<file path="src/rtl/uart_tx_serializer.sv">
// uart_tx_serializer: asynchronous serial transmitter back end.
// Accepts one byte per valid/ack handshake and sends it on txd as a frame:
// start bit, 8 data bits LSB-first, optional parity bit, then 1 or 2 stop bits.
//
// Ports:
//   clk            system clock, rising edge
//   rst_n          synchronous reset, active low
//   tx_data        byte to send, sampled only on acceptance
//   tx_data_valid  upstream request, held until tx_data_ack
//   tx_data_ack    one-cycle pulse in the first start-bit cycle
//   txd            serial line, idles high
//   busy           high from acceptance until the frame completes
module uart_tx_serializer #(
  parameter int unsigned CLKS_PER_BIT = 434,
  parameter bit          PARITY_EN    = 1'b0,
  parameter bit          PARITY_ODD   = 1'b0,
  parameter int unsigned STOP_BITS    = 1
) (
  input  logic       clk,
  input  logic       rst_n,
  input  logic [7:0] tx_data,
  input  logic       tx_data_valid,
  output logic       tx_data_ack,
  output logic       txd,
  output logic       busy
);

  typedef enum logic [2:0] {
    StIdle,
    StStart,
    StData,
    StParity,
    StStop
  } state_e;

  localparam logic [15:0] BaudLast = 16'(CLKS_PER_BIT - 1);
  localparam logic [2:0]  StopLast = 3'(STOP_BITS - 1);

  state_e      state_q, state_d;
  logic [15:0] baud_q, baud_d;
  logic [2:0]  bit_q, bit_d;
  logic [7:0]  shift_q, shift_d;
  logic        parity_q, parity_d;
  logic        txd_q, txd_d;
  logic        ack_q, ack_d;
  logic        busy_q, busy_d;
  logic        baud_end;

  assign baud_end = (baud_q == BaudLast);

  always_comb begin
    state_d  = state_q;
    baud_d   = baud_q + 16'd1;
    bit_d    = bit_q;
    shift_d  = shift_q;
    parity_d = parity_q;
    txd_d    = txd_q;
    ack_d    = 1'b0;
    busy_d   = busy_q;

    unique case (state_q)
      StIdle: begin
        baud_d = 16'd0;
        bit_d  = 3'd0;
        txd_d  = 1'b1;
        busy_d = 1'b0;
        if (tx_data_valid) begin
          shift_d  = tx_data;
          parity_d = (^tx_data) ^ PARITY_ODD;
          ack_d    = 1'b1;
          busy_d   = 1'b1;
          txd_d    = 1'b0;
          state_d  = StStart;
        end
      end

      StStart: begin
        if (baud_end) begin
          baud_d  = 16'd0;
          bit_d   = 3'd0;
          txd_d   = shift_q[0];
          state_d = StData;
        end
      end

      StData: begin
        if (baud_end) begin
          baud_d = 16'd0;
          if (bit_q == 3'd7) begin
            bit_d = 3'd0;
            if (PARITY_EN) begin
              txd_d   = parity_q;
              state_d = StParity;
            end else begin
              txd_d   = 1'b1;
              state_d = StStop;
            end
          end else begin
            bit_d   = bit_q + 3'd1;
            shift_d = {1'b0, shift_q[7:1]};
            // Next bit is the one that lands in position 0 after the shift.
            txd_d   = shift_q[1];
          end
        end
      end

      StParity: begin
        if (baud_end) begin
          baud_d  = 16'd0;
          bit_d   = 3'd0;
          txd_d   = 1'b1;
          state_d = StStop;
        end
      end

      StStop: begin
        // bit_q counts stop bits here so two stop bits reuse the same counter.
        if (baud_end) begin
          baud_d = 16'd0;
          if (bit_q == StopLast) begin
            bit_d   = 3'd0;
            busy_d  = 1'b0;
            txd_d   = 1'b1;
            state_d = StIdle;
          end else begin
            bit_d = bit_q + 3'd1;
          end
        end
      end

      default: begin
        state_d = StIdle;
        baud_d  = 16'd0;
        bit_d   = 3'd0;
        txd_d   = 1'b1;
        busy_d  = 1'b0;
      end
    endcase
  end

  always_ff @(posedge clk) begin
    if (!rst_n) begin
      state_q  <= StIdle;
      baud_q   <= 16'd0;
      bit_q    <= 3'd0;
      shift_q  <= 8'd0;
      parity_q <= 1'b0;
      txd_q    <= 1'b1;
      ack_q    <= 1'b0;
      busy_q   <= 1'b0;
    end else begin
      state_q  <= state_d;
      baud_q   <= baud_d;
      bit_q    <= bit_d;
      shift_q  <= shift_d;
      parity_q <= parity_d;
      txd_q    <= txd_d;
      ack_q    <= ack_d;
      busy_q   <= busy_d;
    end
  end

  assign txd         = txd_q;
  assign tx_data_ack = ack_q;
  assign busy        = busy_q;

endmodule

</file>
<file path="config.mk">
export PLATFORM = sky130hd
export DESIGN_NAME = uart_tx_serializer
export DESIGN_NICKNAME = d
export VERILOG_FILES = /design/src/rtl/uart_tx_serializer.sv
export SDC_FILE = /design/constraint.sdc
export NUM_CORES = 1
export LEC_CHECK = 0
export CELL_PAD_IN_SITES_DETAIL_PLACEMENT = 1
export CELL_PAD_IN_SITES_GLOBAL_PLACEMENT = 2
export CORE_ASPECT_RATIO = 2
export CORE_UTILIZATION = 37
export CTS_BUF_LIST = sky130_fd_sc_hd__clkbuf_8
export DETAILED_ROUTE_END_ITERATION = 12
export GPL_TIMING_DRIVEN = 0
export PLACE_DENSITY = 0.83
export SYNTH_ARGS = -nofsm -noshare
export SYNTH_HDL_FRONTEND = slang
export SYNTH_SLANG_ARGS = --single-unit
</file>
<file path="constraint.sdc">
create_clock -name clk -period 2 [get_ports clk]
set_input_delay 0.2 -clock clk [delete_from_list [all_inputs] [get_ports clk]]
set_output_delay 0.2 -clock clk [all_outputs]
set_load 0.01 [all_outputs]
</file>
## Yosys cells after proc, flatten, opt, wreduce, memory -nomap -nowiden

Index checks and enable logic that the tools add are counted.

- Register bits after elaboration: 33
- Input port bits: 11
- Output and inout port bits: 3
- Logic and storage cells: 70

- Add/subtract/negate cells: 2
- Equality and inequality tests: 15
- Mux-type cells: 30
- Bitwise operators: 3
- Reductions and logical operators: 13

Operator list:

| kind | count |
|---|---|
| 3-bit 2-to-1 mux | 12 |
| 8-bit 2-to-1 mux | 3 |
| 16-bit by 1-bit adder with 16-bit output (second input constant) | 1 |
| 16-bit by 9-bit equality test with 1-bit output (second input constant) | 1 |
| 2-bit != test (second input constant) | 8 |
| 8-bit case mux with 2 select lines | 1 |
| 3-bit case mux with 5 select lines | 1 |
| 1-bit 2-to-1 mux | 10 |
| 3-bit case mux with 3 select lines | 1 |
| 7-bit AND reduction | 1 |
| 3-bit by 2-bit equality test with 1-bit output (second input constant) | 2 |
| 3-bit equality test (second input constant) | 2 |
| 3-bit logical NOT | 2 |
| 3-bit AND reduction | 2 |
| 3-bit OR reduction | 2 |
| 1-bit case mux with 5 select lines | 1 |
| 5-bit AND reduction | 1 |
| 4-bit AND reduction | 1 |
| 4-bit OR reduction | 1 |
| 3-bit by 1-bit adder with 3-bit output (second input constant) | 1 |
| 3-bit by 1-bit equality test with 1-bit output (second input constant) | 1 |
| 1-bit NOT | 3 |
| 1-bit case mux with 3 select lines | 1 |
| 2-bit by 1-bit != test with 1-bit output (second input constant) | 1 |
| other kinds (3) | 3 |

## Longest topological paths before layout

Gate-level depths: netlist of run 1.

- Word-level depth: 4
- Gate-level depth with buffers: 7
- Depth with buffers taken out: 6

## Worst setup path before layout of run 1

OpenSTA, ideal clock, no wires.

- Kind: reg2reg
- Start point: register baud_q[1]
- End point: register shift_q[6]
- Setup time: 115 ps
- Arrival time: 1508 ps
- Required time: 1885 ps
- Slack: 378 ps
- Stages on the path, launching flop included: 8
- Path buffers: 1
- Period minus slack after synthesis: 1622 ps
- Path through: dfxtp_1 inv_1 ha_1 and3_1 and4_1 buf_2 a32o_1 o21a_1

- Longest elaborated chain between the ends: 3

Ends and longest elaborated chain:

| element | line | text |
|---|---|---|
| from (decl) | 40 | `logic [15:0] baud_q, baud_d;` |
| from (signal assigned) | 153 | `baud_q <= baud_d;` |
| 16-bit by 9-bit equality test with 1-bit output | 49 | `assign baud_end = (baud_q == BaudLast);` |
| 2-bit != test (no source line) | n/a |  |
| 4-bit AND reduction (no source line) | n/a |  |
| to (signal assigned) | 155 | `shift_q <= shift_d;` |
| to (decl) | 42 | `logic [7:0] shift_q, shift_d;` |

No other way between the ends.
A chain may end at the register's enable or synchronous reset.

## Worst setup path in the final report of run 1

- Start point: register bit_q[0]
- End point: register shift_q[7]

- Longest elaborated chain between the ends: 3

Ends and longest elaborated chain:

| element | line | text |
|---|---|---|
| from (decl) | 41 | `logic [2:0] bit_q, bit_d;` |
| from (signal assigned) | 154 | `bit_q <= bit_d;` |
| 3-bit equality test | 89 | `if (bit_q == 3'd7) begin` |
| 2-bit != test (no source line) | n/a |  |
| 4-bit AND reduction (no source line) | n/a |  |

No other way between the ends.

==> summary by stage, run 1 <==
Status
The flow ran to the end, and the final reports show no timing, DRC or antenna violations.

Synth
Of the post-synthesis cell area, the dominant cell type holds 0.385. Yosys attributes the largest share of cell area to dfxtp_1 (38%), nor2_1 (4.2%), a32o_1 (4.1%), xnor2_1 (4.1%), ha_1 (3.6%). The simple logic cell fraction of the synthesized area is 0.284. The top flip-flop cell by instance count after synthesis is dfxtp_1.

Of the total synthesized cell area, the portion taken by full adders, half adders and majority gates is 0.0364. The mux contribution to synthesized area is 0.00583. The cell count after synthesis came out at 191. During synthesis, Yosys emitted a total of 0 warnings. Of all flip-flops after synthesis, the portion carrying an async set or reset was 0. The combined area of all synthesized cells is 1720 µm².

The synthesized design contains 33 register bits. The fraction of the mapped netlist area in compound gates is 0.174. Counting distinct cell types in the post-synthesis netlist gives 48. The most common cell in the synthesized netlist is dfxtp_1. Of the synthesized area, sequential elements account for 0.385. Of the total synthesized cell area, the portion taken by XOR and XNOR cells is 0.0758. The net count after synthesis is 207. Yosys mapped a number of flops with a built-in enable equal to 0.

Counting instances in the post-synthesis netlist gives the leading cell types as dfxtp_1 (33), nor2_1 (19), nand2_1 (13). The largest area contributor in the netlist is dfxtp_1. By area, the combinational part of the netlist is dominated by simple AND/OR/NAND/NOR gates.

A synthesized cell averages 8.99 µm².

STA
Setup total negative slack on the finished layout was measured at 0 ns. Dividing the final minimum period by the clock period gives 0.955. The final-report hold violation count is 0. The maximum clock frequency is 523 MHz. Counting I/O delays and the setup requirement, the final critical path takes 1.91 ns. After layout, the worst setup slack is 0.0891 ns.

The slew at the pin closest to its max-slew limit is 0.509 ns. Setup repair after global routing left no endpoint under its margin. In this run the tightest slew margin relative to its limit is 0.659.

The final count of pins violating max slew came to 0. For the final database, setup skew stands at 0.0130 ns. Setup violations remaining at the end of the flow were counted as 0.

Setup path
In this design, the largest share of critical-path delay is due to simple AND/OR/NAND/NOR gates. Walking the worst path, the cells encountered are ha_1 > ha_1 > nor3_2 > buf_4 > nand2_1 > a41o_1. Data on the critical path arrives at its endpoint at 2.10 ns. The critical path capture point type is a flop. The stage delay of the slowest cell on the critical path is 0.45 ns. The maximum fanout along the worst path is 10. STA classifies the critical path startpoint as a flop. The cell with the biggest individual delay on the critical path is nor3_2. The cell that appears most often on the critical path is ha_1.

The worst setup path is of the reg2reg kind. The number of buffers and inverters on the critical path is 1. The required time reported for the critical path endpoint is 2.19 ns.

Clocking
The insertion delay of the later-clocked pin in the worst-skew pair is 0.29 ns. The clock net in this run drives a total of 33 sinks. Buffers added to address setup during post-CTS repair amount to 0. The TritonCTS buffer count is 5.

The master cell of the clock root buffer is clkbuf_8. The number of cells upsized or downsized after cts is 0. The TritonCTS clock tree is done.

The level count of the clock H-tree is 2. The number of hold buffers added after CTS was 0. The clock slew at the register clock pins of the worst setup and hold paths is 0.08 ns. In this run the deepest clock path goes through 2 buffers.

Floorplan
The die is 98.3 µm tall. The floorplan has 34 rows. The die is 50.2 µm wide. The top-level port count is 14. The starting density of the core is 0.392. The total area inside the core boundary comes to 4380 µm². The die footprint is 4930 µm².

GRT
Entering global routing, the biggest net connects 11 pins. The number of antenna violations at the first check in global routing is 0. The aggregate global routing overflow is 0. For this run, the total global-route usage over all layers was measured as 0.211.

The number of global-route vias before repair came to 1639. The first global-routing pass estimated 7.75 mm of wire.

Finish
The share of post-route cells with drive strength above 1 is 0.123. For this run, the post-layout net count is 227. The final non-filler cell area is 2000 µm². 0 antenna diodes ended up in the layout. The area growth from synthesis to final layout is 16.3%.

The final core utilization is 0.456.

Placed design
The setup slack after placement is 0.109 ns. In this run the tool buffered the top-level ports with 13 buffer cells. The final weighted congestion in routability-driven placement is 0.887. The detailed placement HPWL is 3.61 mm. The placed standard-cell area is 1910 µm².

Pwr
Summed over all cells, the static leakage comes to 0.000774 µW. IR analysis of the VDD net gives a maximum drop of 0.462 mV. In this run the power density over the cells is 646 nW/µm². Power comes to 1290 µW.

Run
Across the run, the number of max-cap violations was 0.

Route
The average wire per standard cell is 17.2 µm. The routed via count divided by cell count is 5.56. The total via count after detailed routing is 1478. The final routed DRC violation total is 0.

The remaining number of nets flagged by the antenna check after routing is 0. The detailed router finished its first iteration with 16 violations. The routed wire length is 4.56 mm. The count of TritonRoute iterations in the first routing pass is 4.

Hold path
The path class of the lowest-slack min-delay path is reg2reg.
## logic make-up after synthesis
kind of cell             after synthesis
adder cells (fa/ha/maj)                5
AO/OA/AOI/OAI                         41
XOR/XNOR                              14
AND/OR/NAND/NOR                       82
flip-flops                            33
multiplexers                           1
buffers and inverters                 15
## final cells by class
class,count,area [µm²]
Sequential cell,33,661
Buffer,9,43.8
Clock buffer,5,68.8
Clock inverter,3,13.8
Fill cell,538,2380
Timing Repair Buffer,13,130
Inverter,6,22.5
Tap cell,54,67.6
Multi-Input combinational cell,143,990
## routing by layer
| metal | track usage | wire length, µm |
|---|---|---|
| met1 | 0.188 | 1620 |
| met2 | 0.421 | 2790 |
| met3 | 0.0343 | 76 |
| met4 | 0.105 | 77 |
| met5 | 0 | 0 |
## power breakdown
part	internal (µW)	switching [µW]	total [µW]	leakage, µW
combinational	59.8	64.2	124	0.000456
clock	236	245	481	0.0000491
sequential	675	10.8	686	0.000268
total	971	320	1290	0.000774
## through the flow
step | hold slack [ns] | std cells
after floorplan | 0.353 | 191
after global placement | 0.465 | 258
after detailed placement | 0.483 | 258
after CTS | 0.492 | 266
after global routing | 0.507 | 266
final | 0.494 | 266
## cells in the final DEF, fill, tap and decap left out, types with 3 or more instances in the layout
| master | instances |
|---|---|
| xor2_1 | 5 |
| inv_1 | 7 |
| buf_2 | 5 |
| nor3_1 | 5 |
| nor2b_1 | 4 |
| o221ai_1 | 3 |
| xnor2_1 | 8 |
| a21oi_1 | 12 |
| nor2_1 | 19 |
| clkbuf_8 | 5 |
| and3_1 | 6 |
| clkdlybuf4s50_1 | 13 |
| o21a_1 | 7 |
| dfxtp_1 | 33 |
| a32o_1 | 7 |
| ha_1 | 5 |
| clkbuf_1 | 3 |
| nand3_1 | 9 |
| a21boi_1 | 3 |
| nand2b_1 | 4 |
| nand2_1 | 13 |
## state kept, by name (all words and copies together) (netlist names)
register     cells
state_q          3
busy             1
tx_data_ack      1
shift_q          8
txd              1
bit_q            3
baud_q          16
## worst register-to-register path: cells and delay by family (launching register included)
family / cells / cell delay (ns)
flip-flops: 1 / 0.34
AO/OA/AOI/OAI: 1 / 0.23
buffers and inverters: 1 / 0.28
adder cells (fa/ha/maj): 2 / 0.44
AND/OR/NAND/NOR: 2 / 0.52
## final timing paths
| path | slack, ns | to | cells after the start | start |
|---|---|---|---|---|
| min reg2reg | 0.49 | baud_q[0] | 1 | baud_q[0] |
| max reg2reg | 0.09 | shift_q[7] | 6 | bit_q[0] |
| max | 0.09 | shift_q[7] | 6 | bit_q[0] |
| min | 0.49 | baud_q[0] | 1 | baud_q[0] |
Note: power is estimated with default switching activity, not from simulation.
==> run 2, diff against run 1 <==
--- a/config.mk
+++ b/config.mk
@@ -12,7 +12,9 @@
 export CTS_BUF_LIST = sky130_fd_sc_hd__clkbuf_8
 export DETAILED_ROUTE_END_ITERATION = 12
 export GPL_TIMING_DRIVEN = 0
+export HOLD_SLACK_MARGIN = 0.06
 export PLACE_DENSITY = 0.83
+export RECOVER_POWER = 25
 export SYNTH_ARGS = -nofsm -noshare
 export SYNTH_HDL_FRONTEND = slang
 export SYNTH_SLANG_ARGS = --single-unit
==> run 2 against run 1 <==
Net effect: clock power is essentially flat; first-iteration DRC count grew 6.3%; die area is the same; maximum frequency is essentially flat.
==> summary by stage, run 2 (same netlist as run 1, synthesis figures left out) <==
Clocking
The quantity of hold-fixing buffers added after cts is 0 (unchanged). TritonCTS built the clock tree. The number of cells upsized or downsized after cts is 0 (unchanged).

The insertion delay of the later-clocked pin in the worst-skew pair is 0.29 ns (about the same). The TritonCTS buffer count is 5 (unchanged). The level count of the clock H-tree is 2 (unchanged). The buffer depth of the longest clock path is 2 (unchanged). The post-CTS setup-driven buffer insertion count was 0 (unchanged).

The clock slew at the register clock pins of the worst setup and hold paths is 0.08 ns (about the same). The clock sink count is 33 (unchanged). Clock tree synthesis selected as its root buffer the cell clkbuf_8.

Finish
The area taken by flip-flops and latches is 661 µm² (unchanged). The number of cells in the finished layout apart from fillers was 266 (unchanged). The number of fill cells in the layout is 539 (+0.19%). The net total in the final layout is 227 (unchanged).

The share of post-route cells with drive strength above 1 is 0.118 (-0.00472). The library cell used most frequently in the layout, excluding fill and tap cells, is dfxtp_1. The area of the multi-input gates came to 990 µm² (unchanged). The area growth from synthesis to final layout is 16.3% (about the same). The flip-flop count of the largest register, all copies and words added is 16 (unchanged). The largest registers in the layout are baud_q (16), shift_q (8). The antenna diode instance count is 0 (unchanged). The register ranked first by flip-flop count is baud_q.

Leaving out fill and tap cells, the most frequent cells in the layout are dfxtp_1 (33), nor2_1 (19), nand2_1 (13).

Setup path
The arrival time of the worst setup path was 2.10 ns (about the same). The worst setup slack for register-to-register paths came to 0.09 ns (about the same). The worst setup path is captured at a flop. The endpoint of the worst-slack reg-to-reg timing path is shift_q[7]. The start of the worst register-to-register path is bit_q[0]. The maximum fanout along the worst path came to 10 (unchanged).

The startpoint-to-endpoint class of the critical path is reg2reg. The sort of element at the start of the critical path is a flop. Walking the worst path, the cells encountered are ha_1 > ha_1 > nor3_2 > buf_4 > nand2_1 > a41o_1. The required time reported for the critical path endpoint was 2.19 ns (about the same). The worst reg-to-reg path cell count is 6 (unchanged). The stage delay of the slowest cell on the critical path is 0.45 ns (about the same). The most numerous cell type found on the critical path is ha_1. The cell with the biggest individual delay on the critical path is nor3_2.

Run
The max-capacitance violation count is 0 (unchanged).

Route
The initial detailed-routing violation count is 17 (+1). The routed wire length was 4.57 mm (about the same). The sum of met3 wire segment lengths after detailed routing was 76 µm (unchanged).

The count of TritonRoute iterations in the first routing pass is 4 (unchanged). The remaining number of nets flagged by the antenna check after routing was 0 (unchanged). After detailed routing, no signal wire sits above met4.

The routed via count divided by cell count came to 5.56 (about the same). The final routed DRC violation total is 0 (unchanged). The total via count after detailed routing came to 1479 (+0.068%). The average wire per standard cell is 17.2 µm (about the same). The amount of wire on met2 after detailed routing is 2.79 mm (about the same). The routed length on met1 came to 1.63 mm (about the same).

Pwr
The leakage power came to 0.000773 µW (about the same). The power per cell area was 646 nW/µm² (-0.13%). The worst voltage drop across the vdd grid was 0.462 mV (about the same).

Floorplan
The starting density of the core is 0.392 (unchanged). The die height came to 98.3 µm (unchanged). The top-level port count is 14 (unchanged). The die width was 50.2 µm (unchanged). The die footprint came to 4930 µm² (unchanged). The count of standard-cell rows came to 34 (unchanged). The placeable core region is 4380 µm² (unchanged).

GRT
The global-route wire length before repair is 7.75 mm (unchanged). The number of antenna violations at the first check in global routing is 0 (unchanged). The maximum number of pins on one net before global-route repair is 11 (unchanged). The total routing resource utilization after global routing is 0.211 (unchanged). The number of global-route vias before repair came to 1639 (unchanged). The aggregate global routing overflow was 0 (unchanged).

STA
The final-report setup violation count is 0 (unchanged). The final critical path time including I/O delays and setup is 1.91 ns (-0.0000395 ns). The post-route setup TNS is 0 ns (unchanged). The final count of pins violating max slew is 0 (unchanged).

The tightest slew margin relative to the limit is 0.659 (unchanged). The final-report hold violation count was 0 (unchanged). The worst clock skew came to 0.0130 ns (unchanged).

The maximum clock frequency is 523 MHz (about the same). Setup repair after global routing left no endpoint under its margin. The ratio of final minimum period to clock period is 0.955 (about the same). The slew at the pin closest to its max-slew limit came to 0.509 ns (unchanged).

Hold path
The number of stages on the worst hold path is 1 (unchanged). The path class of the lowest-slack min-delay path is reg2reg. The worst hold path begins at baud_q[0]. The endpoint of the worst hold-timing path is baud_q[0].

Placed design
The instance count after placement with tap cells included is 258 (unchanged). The number of port buffers is 13 (unchanged). The detailed placement HPWL is 3.61 mm (unchanged). The final weighted congestion in routability-driven placement is 0.887 (unchanged).

Status
The flow ran to the end, and the final reports show no timing, DRC or antenna violations.
run 2: worst max path at each step:
stage	from	to	slack [ns]	cells after the start
final	bit_q[0]	shift_q[7]	0.09	6
after global routing	bit_q[0]	shift_q[7]	0.004	6
after CTS	bit_q[0]	shift_q[7]	0.1	6
after detailed placement	bit_q[0]	shift_q[7]	0.11	6
after global placement	tx_data_valid	shift_q[2]	0.12	5
after floorplan	baud_q[1]	shift_q[6]	0.38	7
run 2: metal layers:
layer	global-route usage	vias to the layer above
met5	0	-
met4	0.105	0
met2	0.421	20
li1	-	727
met1	0.188	726
met3	0.0343	6
run 2: per-stage QoR:
| stage | instance area (µm²) | setup WS (ns) | hold slack (ns) | total power (µW) | utilization |
|---|---|---|---|---|---|
| 2_1_floorplan | 1720 | 0.378 | 0.353 | 768 | - |
| 3_3_place_gp | 1910 | 0.125 | 0.465 | 820 | 0.437 |
| 3_5_place_dp | 1910 | 0.109 | 0.483 | 826 | 0.437 |
| 4_1_cts | 2000 | 0.0987 | 0.492 | 1320 | 0.456 |
| 5_1_grt | 2000 | 0.00411 | 0.507 | 1360 | 0.455 |
| 6_report | 2000 | 0.0891 | 0.494 | 1290 | 0.455 |
run 2: final cells by class:
type / count / area share
inverters: 6 / 0.0113
multi-input cells: 143 / 0.496
flip-flops and latches: 33 / 0.331
clock inverters: 3 / 0.00690
plain buffers: 9 / 0.0213
clock buffers: 5 / 0.0345
repair buffers: 13 / 0.0652
well taps: 54 / 0.0339
run 2: critical path: cells and delay by family, from the launching register on:
kind,cells,cell delay [ns]
AND/OR/NAND/NOR,2,0.52
adder cells (fa/ha/maj),2,0.44
flip-flops,1,0.34
buffers and inverters,1,0.28
AO/OA/AOI/OAI,1,0.23
run 2: where the power goes:
| group | internal (µW) | switching [µW] |
|---|---|---|
| clock network | 236 | 245 |
| registers | 675 | 10.8 |
| logic | 57.5 | 64.3 |
| total | 968 | 320 |
==> run 3, diff against run 2 <==
--- a/config.mk
+++ b/config.mk
@@ -5,15 +5,16 @@
 export SDC_FILE = /design/constraint.sdc
 export NUM_CORES = 1
 export LEC_CHECK = 0
+export ABC_AREA = 1
 export CELL_PAD_IN_SITES_DETAIL_PLACEMENT = 1
 export CELL_PAD_IN_SITES_GLOBAL_PLACEMENT = 2
 export CORE_ASPECT_RATIO = 2
-export CORE_UTILIZATION = 37
+export CORE_UTILIZATION = 34
 export CTS_BUF_LIST = sky130_fd_sc_hd__clkbuf_8
 export DETAILED_ROUTE_END_ITERATION = 12
 export GPL_TIMING_DRIVEN = 0
 export HOLD_SLACK_MARGIN = 0.06
-export PLACE_DENSITY = 0.83
+export PLACE_DENSITY = 0.82
 export RECOVER_POWER = 25
 export SYNTH_ARGS = -nofsm -noshare
 export SYNTH_HDL_FRONTEND = slang
==> run 3 against run 2 <==
Net effect: sequential power up 25%; first-iteration DRC count down 71%; count of clock-buffer cells in the layout up 2; final cell count up 16%; clock power up 17%; setup slack better by 0.25 ns; core utilization down 4.2 points; die area up 7.6%; clock skew down 0.0091 ns; synthesized cell count up 21%; wire length down 11%; synthesized area down 0.87%.
==> summary by stage, run 3 <==
STA
The post-route setup TNS came to 0 ns (unchanged). The final-report setup violation count is 0 (unchanged). The worst clock skew is 0.00382 ns (-0.00915 ns).

The final critical path time including I/O delays and setup is 1.67 ns (-0.245 ns). The slew at the pin closest to its max-slew limit was 0.467 ns (-0.0427 ns). The final worst slack is 0.334 ns (+0.245 ns). The maximum clock frequency is 600 MHz (+15%). The ratio of final minimum period to clock period was 0.833 (-0.123). The final count of pins violating max slew is 0 (unchanged). The final-report hold violation count is 0 (unchanged). Setup repair after global routing left no endpoint under its margin. The tightest slew margin relative to the limit came to 0.689 (+0.0303).

Route
The total via count after detailed routing is 1525 (+3.1%). The average wire per standard cell is 13.2 µm (-23%). The remaining number of nets flagged by the antenna check after routing is 0 (unchanged).

The count of TritonRoute iterations in the first routing pass is 4 (unchanged). The initial detailed-routing violation count is 5 (-12). The routed wire length is 4.07 mm (-11%). The routed via count divided by cell count is 4.94 (-11%). The final routed DRC violation total is 0 (unchanged).

Floorplan
The die footprint is 5310 µm² (+7.6%). The count of standard-cell rows was 36 (+5.9%). The top-level port count is 14 (unchanged).

The die width is 52.0 µm (+3.7%). The die height was 102 µm (+3.8%). The placeable core region is 4820 µm² (+10%).

The starting density of the core was 0.353 (-0.0387).

Clocking
The root buffer cell chosen for the clock tree is clkbuf_8. The clock sink count is 33 (unchanged). The post-CTS setup-driven buffer insertion count is 0 (unchanged). The buffer depth of the longest clock path is 2 (unchanged).

The level count of the clock H-tree came to 2 (unchanged). The clock slew at the register clock pins of the worst setup and hold paths is 0.07 ns (about the same). The number of cells upsized or downsized after cts is 0 (unchanged).

TritonCTS built the clock tree. The TritonCTS buffer count was 5 (unchanged). The quantity of hold-fixing buffers added after cts is 0 (unchanged). The insertion delay of the later-clocked pin in the worst-skew pair was 0.28 ns (about the same).

Placed design
The detailed placement HPWL is 3.27 mm (-9.5%). The instance count after placement with tap cells included is 301 (+17%). The setup slack after placement came to 0.366 ns (+0.257 ns). The final weighted congestion in routability-driven placement was 0.794 (-11%). The number of port buffers was 13 (unchanged).

Synth
Of all cell types, the one taking the most synthesized area is dfxtp_1. After synthesis, the most frequently instantiated cells are nand2_1 (45), dfxtp_1 (33), inv_1 (27). The number of distinct library cells after synthesis is 32 (-33%). The combined area of all synthesized cells is 1700 µm² (-0.87%). The number of warnings issued by yosys is 0 (unchanged).

The sequential fraction of the synthesis area is 0.388 (+0.00340). The net count after synthesis is 247 (+19%). The top flip-flop cell by instance count after synthesis is dfxtp_1. The top cell type's share of synthesized area is 0.388 (+0.00340).

The mean cell area of the mapped netlist was 7.37 µm² (-18%). The total of flip-flops plus latches after synthesis was 33 (unchanged). The number of enable flip-flop cells after synthesis was 0 (unchanged).

The most used standard cell by instance count after synthesis is nand2_1. The cell count after synthesis is 231 (+21%). The fraction of synthesis flops using an asynchronous set or reset pin is 0 (unchanged). By area the synthesized netlist is led by dfxtp_1 (39%), nand2_1 (9.9%), a21oi_1 (6.2%), inv_1 (6.0%), nor2_1 (4.9%).

Finish
Leaving out fill and tap cells, the most frequent cells in the layout are nand2_1 (47), dfxtp_1 (33), inv_1 (27). The number of cells in the finished layout apart from fillers is 309 (+16%). The antenna diode instance count came to 0 (unchanged).

The number of fill cells in the layout is 623 (+16%). The largest registers in the layout are baud_q (16), shift_q (8). The final core utilization was 0.413 (-0.0422).

The flip-flop count of the largest register, all copies and words added is 16 (unchanged). The area taken by flip-flops and latches came to 661 µm² (unchanged). Ranked by flip-flop count, first place goes to baud_q. The share of post-route cells with drive strength above 1 came to 0.135 (+0.0170). The area growth from synthesis to final layout is 17.1%. The area of the multi-input gates is 878 µm² (-11%). The library cell used most frequently in the layout, excluding fill and tap cells, is nand2_1.

The net total in the final layout is 267 (+18%).

Pwr
The power per cell area is 1160 nW/µm² (+79%). The leakage power is 0.000857 µW (+11%). The worst voltage drop across the vdd grid came to 0.604 mV (+31%). The overall power after layout is 2310 µW (+79%).

Status
The flow ran to the end, and the final reports show no timing, DRC or antenna violations.

Hold path
The number of stages on the worst hold path is 2 (+1). The tightest min-delay check is of the reg2reg type. The endpoint of the worst hold-timing path is shift_q[3]. In this run the most critical hold path is launched from shift_q[3].

GRT
The aggregate global routing overflow came to 0 (unchanged). The total routing resource utilization after global routing is 0.179 (-0.0318). The number of antenna violations at the first check in global routing came to 0 (unchanged). The global-route wire length before repair is 6.96 mm (-10%). The maximum number of pins on one net before global-route repair came to 11 (unchanged). The number of global-route vias before repair was 1571 (-4.1%).

Setup path
The worst setup path is captured at a flop. The worst reg-to-reg path cell count is 11 (+5). The startpoint identified for the worst register-to-register timing path is baud_q[0].

The worst setup path is of the reg2reg kind. The required time reported for the critical path endpoint is 2.17 ns (-0.02 ns). The worst setup slack for register-to-register paths is 0.33 ns (+0.25 ns).

The maximum fanout along the worst path is 10 (unchanged). The arrival time of the worst setup path was 1.84 ns (-0.26 ns). The critical path starts at baud_q[0].

The sort of element at the start of the critical path is a flop. The endpoint of the worst-slack reg-to-reg timing path is shift_q[6].

Run
The max-capacitance violation count is 0 (unchanged).
==> run 3: cell types whose count changed in the layout (fill, tap and decap cells not counted), moves of 6 or more <==
| cell | previous run | this run |
|---|---|---|
| a21oi_1 | 12 | 21 |
| a32o_1 | 7 | 0 |
| and3_1 | 6 | 0 |
| inv_1 | 7 | 27 |
| nand2_1 | 13 | 47 |
| o21ai_0 | 2 | 13 |
| o21ai_1 | 0 | 6 |
| xnor2_1 | 8 | 2 |
==> run 3: per-stage QoR <==
step / cell area, µm² / hold WS (ns)
floorplan: 1700 / 0.364
global placement: 1900 / 0.436
detailed placement: 1900 / 0.445
CTS: 2000 / 0.458
global route: 1990 / 0.487
finish: 1990 / 0.451
==> run 3: routing by layer <==
layer | vias to the layer above | wire (µm) | GRT usage
li1 | 781 | - | -
met4 | 0 | 73 | 0.0686
met3 | 5 | 90 | 0.0327
met2 | 14 | 2480 | 0.366
met5 | - | 0 | 0
met1 | 725 | 1420 | 0.160
==> run 3: cell families (layout without fill, tap and decap cells) <==
family	count (synthesis)	after routing	synth area share
buffers and inverters	36	57	0.0882
XOR/XNOR	3	3	0.0154
flip-flops	33	33	0.388
adder cells (fa/ha/maj)	5	5	0.0368
AND/OR/NAND/NOR	109	109	0.325
AO/OA/AOI/OAI	45	45	0.146
==> run 3: cell type report <==
class                   instances  area share
plain buffers                   4      0.0126
clock buffers                   7      0.0484
clock inverters                 1     0.00251
inverters                      32      0.0628
multi-input cells             162       0.441
flip-flops and latches         33       0.332
well taps                      57      0.0358
repair buffers                 13      0.0653
==> run 3: worst max-delay path by stage <==
stage                 end  slack, ns  depth (start not counted)
3_5_place_dp   baud_q[14]       0.37                          8
6_report       shift_q[6]       0.33                         11
3_3_place_gp   baud_q[14]       0.34                          8
4_1_cts        baud_q[14]       0.35                          8
2_1_floorplan  shift_q[5]       0.61                         11
5_1_grt        shift_q[6]       0.17                         11
==> run 3: power breakdown <==
group / switching [µW] / internal, µW / leakage, µW
clock network: 250 / 311 / 0.0000542
logic: 560 / 329 / 0.000534
registers: 73.8 / 783 / 0.000269
total: 884 / 1420 / 0.000857
==> run 3: critical path: stages, from the launching register on <==
cell and delay, ns:
dfxtp_1 0.38, ha_1 0.16, inv_1 0.04, nor2_1 0.08
nand2_1 0.06, nor2_1 0.16, nand2_4 0.13, nand2_1 0.14
nand2_4 0.08, buf_6 0.15, o21ai_1 0.11, a21oi_1 0.05
